--- config.mk ---
export PLATFORM = sky130hd
export DESIGN_NAME = i2c_inst_bridge_flat
export DESIGN_NICKNAME = d
export VERILOG_FILES = /design/src/rtl/i2c_inst_bridge_if.sv /design/src/rtl/i2c_inst_bridge.sv /design/src/flat_wrapper.sv
export SDC_FILE = /design/constraint.sdc
export NUM_CORES = 1
export LEC_CHECK = 0
export CAP_MARGIN = 20
export CELL_PAD_IN_SITES_DETAIL_PLACEMENT = 0
export CELL_PAD_IN_SITES_GLOBAL_PLACEMENT = 2
export CORE_AREA = 4 4 163 165
export CTS_CLUSTER_DIAMETER = 50
export DETAILED_ROUTE_END_ITERATION = 8
export DIE_AREA = 0 0 167 169
export HOLD_SLACK_MARGIN = 0.08
export PLACE_DENSITY_LB_ADDON = 0.1
export SLEW_MARGIN = 20
export SYNTH_ARGS = -nofsm -noshare
export SYNTH_HDL_FRONTEND = slang
export SYNTH_SLANG_ARGS = --single-unit
--- constraint.sdc ---
create_clock -name clk -period 1.84 [get_ports clk]
set_input_delay 0.368 -clock clk [delete_from_list [all_inputs] [get_ports clk]]
set_output_delay 0.368 -clock clk [all_outputs]
set_load 0.1 [all_outputs]
--- src/rtl/i2c_inst_bridge_if.sv ---
`default_nettype none
// ============================================================================
// Module      : i2c_inst_bridge_if
// Description : Bus bundle for i2c_inst_bridge. It carries the I2C slave
//               register-side signals (address/data registers in, readback
//               out) and the core instruction read port. The master modport
//               is the driving side (slave register block plus core). The
//               slave modport is the bridge.
// Revision    : 1.0 - initial release
// ============================================================================
interface i2c_inst_bridge_if #(
  parameter int ADDR_W = 4
);
  // I2C slave register side (SCL domain levels in, readback out)
  logic [7:0]        i2c_addr_reg;
  logic [7:0]        i2c_data_reg;
  logic [7:0]        i2c_read_data;

  // Core instruction read port
  logic              core_rd_en;
  logic [ADDR_W-1:0] core_rd_addr;
  logic [7:0]        core_rd_data;

  modport master (
    output i2c_addr_reg,
    output i2c_data_reg,
    output core_rd_en,
    output core_rd_addr,
    input  i2c_read_data,
    input  core_rd_data
  );

  modport slave (
    input  i2c_addr_reg,
    input  i2c_data_reg,
    input  core_rd_en,
    input  core_rd_addr,
    output i2c_read_data,
    output core_rd_data
  );
endinterface
`default_nettype wire

--- src/rtl/i2c_inst_bridge.sv ---
`default_nettype none
// ============================================================================
// Module      : i2c_inst_bridge
// Description : Resynchronises the I2C slave address/data registers into the
//               clk domain and filters them for stability. Each stable change
//               of the data register is committed into a small instruction
//               memory. Two read paths are provided: mem[address] back to the
//               slave readback register, and a registered read port for the
//               core.
//               Optional build macro INST_PARITY_EN adds a stored even-parity
//               bit per entry, a sticky parity_err output and a test-only
//               parity_flip input.
// Revision    : 1.0 - initial release
// ============================================================================
module i2c_inst_bridge #(
  parameter int DEPTH         = 16,
  parameter int ADDR_W        = 4,
  parameter int STABLE_CYCLES = 4
) (
  input  logic                clk,
  input  logic                rst_n,
  i2c_inst_bridge_if.slave    bus,
  output logic                wr_pulse,
  output logic [7:0]          wr_count
`ifdef INST_PARITY_EN
  ,
  input  logic                parity_flip,
  output logic                parity_err
`endif
);

  // Index width of the memory array; at least one bit.
  localparam int MEM_AW = (DEPTH > 1) ? $clog2(DEPTH) : 1;
  // Settle counter only has to reach STABLE_CYCLES-1.
  localparam int CNT_W  = (STABLE_CYCLES > 2) ? $clog2(STABLE_CYCLES) : 1;
  localparam logic [CNT_W-1:0] CNT_LAST = CNT_W'(STABLE_CYCLES - 1);

`ifdef INST_PARITY_EN
  localparam int ENTRY_W = 9;
`else
  localparam int ENTRY_W = 8;
`endif

  // Commit FSM encoding
  localparam logic [1:0] IDLE   = 2'd0;
  localparam logic [1:0] SETTLE = 2'd1;
  localparam logic [1:0] COMMIT = 2'd2;

  // --------------------------------------------------------------------------
  // Declarations
  // --------------------------------------------------------------------------
  logic [7:0]         addr_meta;
  logic [7:0]         data_meta;
  logic [7:0]         s_addr;
  logic [7:0]         s_data;

  logic [1:0]         state;
  logic [7:0]         cand;
  logic [7:0]         cand_addr;
  logic [7:0]         last_data;
  logic [CNT_W-1:0]   cnt;

  logic [ENTRY_W-1:0] mem [DEPTH];

  logic [7:0]         read_data_q;
  logic [7:0]         core_data_q;

  logic               cand_in_range;
  logic               s_addr_in_range;
  logic               core_in_range;
  logic [MEM_AW-1:0]  cand_idx;
  logic [MEM_AW-1:0]  s_idx;
  logic [MEM_AW-1:0]  core_idx;
  logic [ENTRY_W-1:0] wr_entry;
  logic [ENTRY_W-1:0] core_entry;

  // --------------------------------------------------------------------------
  // Address decode. Comparisons are done on the full width so that
  // addresses beyond DEPTH are rejected rather than aliased.
  // --------------------------------------------------------------------------
  assign cand_in_range   = (int'(cand_addr)        < DEPTH);
  assign s_addr_in_range = (int'(s_addr)           < DEPTH);
  assign core_in_range   = (int'(bus.core_rd_addr) < DEPTH);
  assign cand_idx        = cand_addr[MEM_AW-1:0];
  assign s_idx           = s_addr[MEM_AW-1:0];
  assign core_idx        = bus.core_rd_addr[MEM_AW-1:0];
  assign core_entry      = mem[core_idx];

`ifdef INST_PARITY_EN
  // Even parity over the data byte; parity_flip deliberately corrupts it.
  assign wr_entry = {(^cand) ^ parity_flip, cand};
`else
  assign wr_entry = cand;
`endif

  // --------------------------------------------------------------------------
  // Two-flop synchronisers for both SCL-domain register buses. Bit skew
  // between the lanes is tolerated because the FSM only commits a value that
  // has been stable for STABLE_CYCLES.
  // --------------------------------------------------------------------------
  always_ff @(posedge clk or negedge rst_n) begin
    if (!rst_n) begin
      addr_meta <= 8'h00;
      data_meta <= 8'h00;
      s_addr    <= 8'h00;
      s_data    <= 8'h00;
    end else begin
      addr_meta <= bus.i2c_addr_reg;
      data_meta <= bus.i2c_data_reg;
      s_addr    <= addr_meta;
      s_data    <= data_meta;
    end
  end

  // --------------------------------------------------------------------------
  // Stability filter and commit FSM. Only a change of the data register
  // starts a commit; address-only changes are tracked while settling but
  // never trigger one. last_data starts at the slave's reset value so that
  // leaving reset does not produce a write.
  // --------------------------------------------------------------------------
  always_ff @(posedge clk or negedge rst_n) begin
    if (!rst_n) begin
      state     <= IDLE;
      cand      <= 8'h00;
      cand_addr <= 8'h00;
      last_data <= 8'h00;
      cnt       <= '0;
      wr_pulse  <= 1'b0;
      wr_count  <= 8'h00;
    end else begin
      wr_pulse <= 1'b0;
      case (state)
        IDLE: begin
          if (s_data != last_data) begin
            cand      <= s_data;
            cand_addr <= s_addr;
            cnt       <= '0;
            state     <= SETTLE;
          end
        end
        SETTLE: begin
          if ((s_data != cand) || (s_addr != cand_addr)) begin
            cand      <= s_data;
            cand_addr <= s_addr;
            cnt       <= '0;
          end else if (cnt == CNT_LAST) begin
            // The strobe is raised for exactly the COMMIT cycle.
            wr_pulse <= 1'b1;
            state    <= COMMIT;
          end else begin
            cnt <= cnt + 1'b1;
          end
        end
        COMMIT: begin
          // Counted even when the address is out of range and the write is dropped.
          last_data <= cand;
          wr_count  <= wr_count + 8'd1;
          state     <= IDLE;
        end
        default: begin
          state <= IDLE;
        end
      endcase
    end
  end

  // --------------------------------------------------------------------------
  // Instruction memory: cleared on reset, written once per in-range commit.
  // --------------------------------------------------------------------------
  always_ff @(posedge clk or negedge rst_n) begin
    if (!rst_n) begin
      for (int i = 0; i < DEPTH; i++) begin
        mem[i] <= '0;
      end
    end else if ((state == COMMIT) && cand_in_range) begin
      mem[cand_idx] <= wr_entry;
    end
  end

  // --------------------------------------------------------------------------
  // Slave readback: mem[s_addr] refreshed every cycle, 0x00 when unmapped.
  // --------------------------------------------------------------------------
  always_ff @(posedge clk or negedge rst_n) begin
    if (!rst_n) begin
      read_data_q <= 8'h00;
    end else if (s_addr_in_range) begin
      read_data_q <= mem[s_idx][7:0];
    end else begin
      read_data_q <= 8'h00;
    end
  end

  // --------------------------------------------------------------------------
  // Core read port: registered, holds while core_rd_en is low. It samples the
  // array before any same-cycle commit lands, so a collision returns the old
  // entry.
  // --------------------------------------------------------------------------
  always_ff @(posedge clk or negedge rst_n) begin
    if (!rst_n) begin
      core_data_q <= 8'h00;
    end else if (bus.core_rd_en) begin
      core_data_q <= core_in_range ? core_entry[7:0] : 8'h00;
    end
  end

`ifdef INST_PARITY_EN
  // --------------------------------------------------------------------------
  // Sticky parity error: set when the core reads an entry whose 9-bit
  // contents do not have even parity; cleared only by reset.
  // --------------------------------------------------------------------------
  always_ff @(posedge clk or negedge rst_n) begin
    if (!rst_n) begin
      parity_err <= 1'b0;
    end else if (bus.core_rd_en && core_in_range && (^core_entry)) begin
      parity_err <= 1'b1;
    end
  end
`endif

  assign bus.i2c_read_data = read_data_q;
  assign bus.core_rd_data  = core_data_q;

endmodule
`default_nettype wire

--- src/flat_wrapper.sv ---
// flat-port wrapper written by rule: the top's interface ports become plain ports
module i2c_inst_bridge_flat 
#(
  parameter int DEPTH         = 16,
  parameter int ADDR_W        = 4,
  parameter int STABLE_CYCLES = 4
)
  (clk, rst_n, wr_pulse, wr_count, bus_i2c_addr_reg, bus_i2c_data_reg, bus_core_rd_en, bus_core_rd_addr, bus_i2c_read_data, bus_core_rd_data);
  i2c_inst_bridge_if #(.ADDR_W(ADDR_W)) bus_i ();
  input  logic clk;
  input  logic rst_n;
  output logic wr_pulse;
  output logic [7:0] wr_count;
  input wire logic [$bits(bus_i.i2c_addr_reg)-1:0] bus_i2c_addr_reg;
  input wire logic [$bits(bus_i.i2c_data_reg)-1:0] bus_i2c_data_reg;
  input wire logic [$bits(bus_i.core_rd_en)-1:0] bus_core_rd_en;
  input wire logic [$bits(bus_i.core_rd_addr)-1:0] bus_core_rd_addr;
  output wire logic [$bits(bus_i.i2c_read_data)-1:0] bus_i2c_read_data;
  output wire logic [$bits(bus_i.core_rd_data)-1:0] bus_core_rd_data;
  assign bus_i.i2c_addr_reg = bus_i2c_addr_reg;
  assign bus_i.i2c_data_reg = bus_i2c_data_reg;
  assign bus_i.core_rd_en = bus_core_rd_en;
  assign bus_i.core_rd_addr = bus_core_rd_addr;
  assign bus_i2c_read_data = bus_i.i2c_read_data;
  assign bus_core_rd_data = bus_i.core_rd_data;
  i2c_inst_bridge #(.DEPTH(DEPTH), .ADDR_W(ADDR_W), .STABLE_CYCLES(STABLE_CYCLES)) u_core (.clk(clk), .rst_n(rst_n), .bus(bus_i), .wr_pulse(wr_pulse), .wr_count(wr_count));
endmodule
==> flow_summary.json, run 1 <==
{
  "status": "complete, but fails checks",
  "violations": "setup timing",
  "critPathLaunch": "u_core.s_addr[0]",
  "die_h_microns": 169,
  "r2r_start": "u_core.s_addr[0]",
  "drc": 0,
  "synth_top_cell_by_area": "dfrtp_1",
  "power.leakage_nw": 5.93,
  "die_area_sq_um": 28200,
  "reg2reg_to": "u_core.bus.i2c_read_data[3]",
  "path_cells": "buf_12 -> mux4_2 -> mux4_2 -> nor2b_1",
  "fin_skew_ns": 0.0169,
  "slowest_delay_ns": 0.55,
  "hold_class": "in -> reg",
  "min_period_over_period_pct": 109,
  "grt_usage_pct": 18.1,
  "htree_levels": 1,
  "root_buffer": "clkbuf_16",
  "cp-start-kind": "flop",
  "required_ns": 2.25,
  "die_x_microns": 167,
  "fill_cells": 2122,
  "drt_first_pass_iters": 4,
  "diodes": 0,
  "drv_cap": 0,
  "syn_area_per_cell_sq_um": 15.6,
  "reg2reg_slack_ns": -0.17,
  "peakVddDrop_mv": 0.563,
  "cpMostUsedCell": "mux4_2",
  "synth_commonest_cells": "dfrtp_1, mux2_2, mux4_2",
  "critical_path_class": "reg -> reg",
  "synth_enable_flop_cells": 0,
  "synthArstFlopShare_pct": 100,
  "worst_slack_ns": -0.174,
  "power_density_nw_per_um2": 853,
  "worst-path-max-fanout": 14,
  "globalRoute.totalOverflow": 0,
  "io_buffers": 47,
  "grt_max_degree": 50,
  "clkSinkCount": 213,
  "io_pins": 48,
  "antenna_found_initial": 0,
  "ys_seq_elements": 213,
  "place.gp.congestion": 0.802,
  "drt_wl_total_microns": 24900,
  "fmax_mhz": 496,
  "core_sq_um": 25000,
  "clk_path_buf_depth": 3,
  "ant_nets": 0,
  "clkTransAtPathRegs_ns": 0.06,
  "worst_setup_path_end_kind": "flop",
  "tns_ns": -5.58,
  "hpwl_microns": 16800,
  "rsz0062_at_grt": "true",
  "yosysWarnings": 0,
  "drt_iter0_markers": 268,
  "fin_crit_ns": 2.01,
  "synth_area_leaders": "dfrtp_1, mux2_2, mux4_2",
  "syn-cell-area_sq_um": 9900,
  "maxSlewViolCount": 0,
  "cp.arrival_ns": 2.43,
  "holdWs_ns": 0.259,
  "clock_latency_ns": 0.54,
  "syn-num-nets": 661,
  "nets": 762,
  "vias": 5907,
  "grt_pass1_vias": 6661,
  "ys_seq_area_share_pct": 53.9,
  "wl_per_cell_microns": 22.9,
  "cts_tree": "done",
  "multiInputGateArea_sq_um": 4690,
  "cp_slowest_cell": "mux4_2",
  "numCtsBuffers": 29,
  "tightest_slew_ns": 0.963,
  "vias_per_cell": 5.42,
  "final_layout_size_suffix_gt1_share_pct": 53.0,
  "setup_viol": 118,
  "netlist.area_leader.share_pct": 53.9,
  "hold_viol": 0,
  "grt_pass1_wl_microns": 39900,
  "register_area_sq_um": 5340,
  "syn_to_final_growth_pct": 31.2,
  "yosys.cell_types.count": 40,
  "syn_inst": 636,
  "rows": 58,
  "reg2reg_depth": 4,
  "synth_ff_type": "dfrtp_1",
  "relSlewSlack_pct": 35.7,
  "synth_most_common_cell": "dfrtp_1",
  "start_util_pct": 39.5,
  "crit_path_end": "u_core.bus.i2c_read_data[3]"
}
==> repair_timing <==
item / in CTS / in global routing
pin swaps: 5 / 7
gates resized for setup: 85 / 10
cloned: 1 / 0
hold buffers: 1 / 0
endpoints found under the hold margin: 44 / 0
endpoints found under the setup margin: 152 / 154
buffers inserted: 3 / 1
==> power breakdown <==
part	total [mW]	leakage, nW	internal [mW]	switching [mW]
clock	5.69	0.479	3.58	2.11
combinational	0.593	2.60	0.252	0.341
sequential	4.79	2.85	4.74	0.0450
==> how the worst min path moves through the flow <==
stage | cells past startpoint | slack [ns] | to | startpoint
after CTS | 1 | 0.24 | u_core.data_meta[2] | bus_i2c_data_reg[2]
after global placement | 1 | 0.31 | u_core.bus.core_rd_data[1] | rst_n
after global routing | 1 | 0.24 | u_core.data_meta[0] | bus_i2c_data_reg[0]
after floorplan | 0 | 0.07 | u_core.addr_meta[0] | rst_n
final | 1 | 0.26 | u_core.data_meta[2] | bus_i2c_data_reg[2]
after detailed placement | 1 | 0.31 | u_core.bus.core_rd_data[1] | rst_n
==> per-stage QoR <==
step | total power, mW | setup slack (ns) | instance area (sq um) | cells | utilization (%)
floorplan | 5.13 | -0.102 | 9990 | 636 | -
global placement | 5.43 | -0.413 | 11500 | 1032 | 46.0
detailed placement | 5.44 | -0.402 | 11500 | 1032 | 46.0
CTS | 11.2 | -0.194 | 12900 | 1090 | 51.6
global route | 11.5 | -0.230 | 13000 | 1090 | 51.8
finish | 11.1 | -0.174 | 13000 | 1090 | 51.8
==> layout by cell type, fill, tap and decap left out, drive strengths merged, types with 2 or more instances in the layout <==
cell type,instances
nand3,5
ha,2
clkdlybuf4s50,20
inv,4
bufinv,4
dfrtp,213
mux2,152
xor2,13
xnor2,18
nor2b,15
clkinvlp,6
and3,3
mux4,72
nor3,5
nand4,6
nor2,5
clkinv,8
nor4,3
nor3b,2
nand2,48
nand3b,2
clkbuf,34
buf,95
a22oi,16
==> state kept, by name, indices dropped and copies added (netlist names) <==
name and count:
u_core.wr_pulse 1, u_core.state 2, u_core.cand 8, u_core.cnt 2
u_core.s_addr 8, u_core.cand_addr 8, u_core.last_data 8, u_core.s_data 8
u_core.bus.core_rd_data 8, u_core.wr_count 8, u_core.bus.i2c_read_data 8, u_core.data_meta 8
u_core.mem 128, u_core.addr_meta 8
==> worst max-delay path, delay by kind of cell, from the launching register on <==
kind | cells | cell delay (ns)
buf+inv | 1 | 0.21
mux | 2 | 1.02
flops | 1 | 0.48
simple gates | 1 | 0.15
==> final cells by class <==
class	count	area share [%]
clock inverters	20	1.74
repair buffers	116	11.8
clock buffers	34	5.97
well taps	330	3.18
inverters	2	0.0578
multi-input cells	375	36.1
flip-flops and latches	213	41.1
==> routing by layer <==
layer,track usage [%],up-vias,part of all wire [%]
li1,-,2574,-
met3,3.53,47,4.8
met5,0,-,0
met1,24.2,3147,43
met2,30.7,139,50
met4,4.27,0,2.4
==> kinds of logic (layout without fill, tap and decap cells) <==
| group | Yosys count | after routing | share of synthesized area (%) |
|---|---|---|---|
| adder cells (fa/ha/maj) | 2 | 2 | 0.253 |
| AO/OA/AOI/OAI | 20 | 20 | 1.50 |
| multiplexers | 225 | 225 | 33.8 |
| AND/OR/NAND/NOR | 97 | 97 | 5.35 |
| buffers and inverters | 48 | 172 | 2.50 |
| XOR/XNOR | 31 | 31 | 2.74 |
| flip-flops | 213 | 213 | 53.9 |
(Power assumes the default switching activity.)
==> inputs of run 2 (changes only) <==
--- a/config.mk
+++ b/config.mk
@@ -14,6 +14,7 @@
 export DIE_AREA = 0 0 167 169
 export HOLD_SLACK_MARGIN = 0.08
 export PLACE_DENSITY_LB_ADDON = 0.1
+export SKIP_LAST_GASP = 1
 export SLEW_MARGIN = 20
 export SYNTH_ARGS = -nofsm -noshare
 export SYNTH_HDL_FRONTEND = slang
==> flow_summary.json, run 2 (synthesis gave the netlist of run 1 again) <==
{
  "status": "complete, but fails checks",
  "die_h_microns": 169,
  "core_sq_um": 25000,
  "drc": 0,
  "relSlewSlack_pct": 33.3,
  "place.gp.congestion": 0.802,
  "power_density_nw_per_um2": 846,
  "total_power_mw": 11.1,
  "mostFrequentLayoutCells": "dfrtp_1, mux2_2, mux4_2, mux2_4, buf_12",
  "fin_skew_ns": 0.0191,
  "worst_setup_path_end_kind": "flop",
  "hpwl_microns": 16800,
  "preCtsSetupSlack_ns": -0.402,
  "required_ns": 2.25,
  "worst-path-max-fanout": 7,
  "final_layout_size_suffix_gt1_share_pct": 54.1,
  "maxSlewViolCount": 0,
  "numCtsBuffers": 29,
  "grt_max_degree": 50,
  "setup_viol": 142,
  "worst_slack_ns": -0.157,
  "start_util_pct": 39.5,
  "diodes": 0,
  "critical_path_class": "reg -> reg",
  "placed_area_sq_um": 11500,
  "tightest_slew_ns": 0.999,
  "die_area_sq_um": 28200,
  "power.leakage_nw": 5.97,
  "drt_iter0_markers": 255,
  "clkTransAtPathRegs_ns": 0.06,
  "fmax_mhz": 501,
  "finalInstanceArea_sq_um": 13100,
  "rsz0062_at_grt": "true",
  "antenna_found_initial": 0,
  "drv_cap": 0,
  "min_period_over_period_pct": 109,
  "grt_usage_pct": 18.0,
  "tns_ns": -7.96,
  "cp-start-kind": "flop",
  "final_common_cell": "dfrtp_1",
  "globalRoute.totalOverflow": 0,
  "wl_per_cell_microns": 22.9,
  "cp_slowest_cell": "mux4_2",
  "ant_nets": 0,
  "cts_tree": "done",
  "grt_pass1_wl_microns": 39900,
  "peakVddDrop_mv": 0.563,
  "clock_latency_ns": 0.54,
  "io_pins": 48,
  "drt_wl_total_microns": 25100,
  "clk_path_buf_depth": 3,
  "path_cells": "buf_12 -> buf_12 -> mux4_2 -> mux4_2 -> nor2b_4",
  "vias": 5921,
  "cp.arrival_ns": 2.41,
  "largest_reg_flops": 128,
  "hold_class": "in -> reg",
  "die_x_microns": 167,
  "top_register": "u_core.mem",
  "root_buffer": "clkbuf_16",
  "clkSinkCount": 213,
  "holdWs_ns": 0.259,
  "hold_viol": 0,
  "rows": 58,
  "nets": 766,
  "syn_to_final_growth_pct": 32.6,
  "drt_first_pass_iters": 4,
  "io_buffers": 47,
  "grt_pass1_vias": 6658,
  "fin_crit_ns": 2.00,
  "vias_per_cell": 5.41,
  "violations": "setup timing",
  "slowest_delay_ns": 0.53,
  "htree_levels": 1
}
-- run 2: changes by cell type in the layout (fill, tap and decap cells not counted) --
cell and change:
nor2b_1 -6, nor2b_4 +6, clkbuf_16 +2, buf_12 +1, buf_6 +1, xnor2_2 -1, xnor2_4 +1
-- run 2: layer usage --
layer / global-route usage [%] / wire [microns] / vias up
met1: 24.1 / 10700 / 3155
met2: 30.6 / 12600 / 141
li1: - / - / 2580
met4: 4.27 / 598 / 0
met5: 0 / 0 / -
met3: 3.53 / 1120 / 45
-- run 2: critical path: cells and delay by family, from the launching register on --
kind,cells,cell delay [ns]
and+or+nand+nor,1,0.14
buffers and inverters,2,0.27
DFF,1,0.42
muxes,2,1.03
-- run 2: area by class of cell --
type / instances / area (sq um)
Sequential cell: 213 / 5340
Clock inverter: 20 / 226
Clock buffer: 34 / 774
Tap cell: 330 / 413
Multi-Input combinational cell: 375 / 4740
Inverter: 2 / 7.51
Fill cell: 2091 / 11900
Timing Repair Buffer: 120 / 1620
-- run 2: per-stage QoR --
| stage | util (%) | instances |
|---|---|---|
| finish | 52.4 | 1094 |
| global route | 52.4 | 1094 |
| CTS | 51.5 | 1090 |
| detailed placement | 46.0 | 1032 |
| global placement | 46.0 | 1032 |
| floorplan | - | 636 |
-- run 2: what timing repair did --
item | CTS | global route
resized for setup | 77 | 30
cloned | 1 | 2
hold endpoints to repair | 44 | 0
hold buffers | 1 | 0
pin swaps | 5 | 10
setup buffers | 3 | 3
endpoints found under the setup margin | 152 | 154
-- run 2: final timing paths --
check / startpoint / to / slack (ns) / cells after the start
worst max register to register: u_core.s_addr[0] / u_core.bus.i2c_read_data[5] / -0.16 / 5
worst min-delay path: bus_i2c_data_reg[2] / u_core.data_meta[2] / 0.26 / 1
max in group asynchronous: rst_n / u_core.mem[67] / 0.84 / 3
min in group asynchronous: rst_n / u_core.bus.core_rd_data[1] / 0.35 / 2
worst max-delay path: u_core.s_addr[0] / u_core.bus.i2c_read_data[5] / -0.16 / 5
worst min register to register: u_core.addr_meta[5] / u_core.s_addr[5] / 0.35 / 0
-- run 2: power breakdown --
| group | switching (mW) | total, mW | internal, mW |
|---|---|---|---|
| registers | 0.0442 | 4.79 | 4.74 |
| clock network | 2.12 | 5.69 | 3.58 |
| logic | 0.350 | 0.622 | 0.271 |
| total | 2.51 | 11.1 | 8.59 |
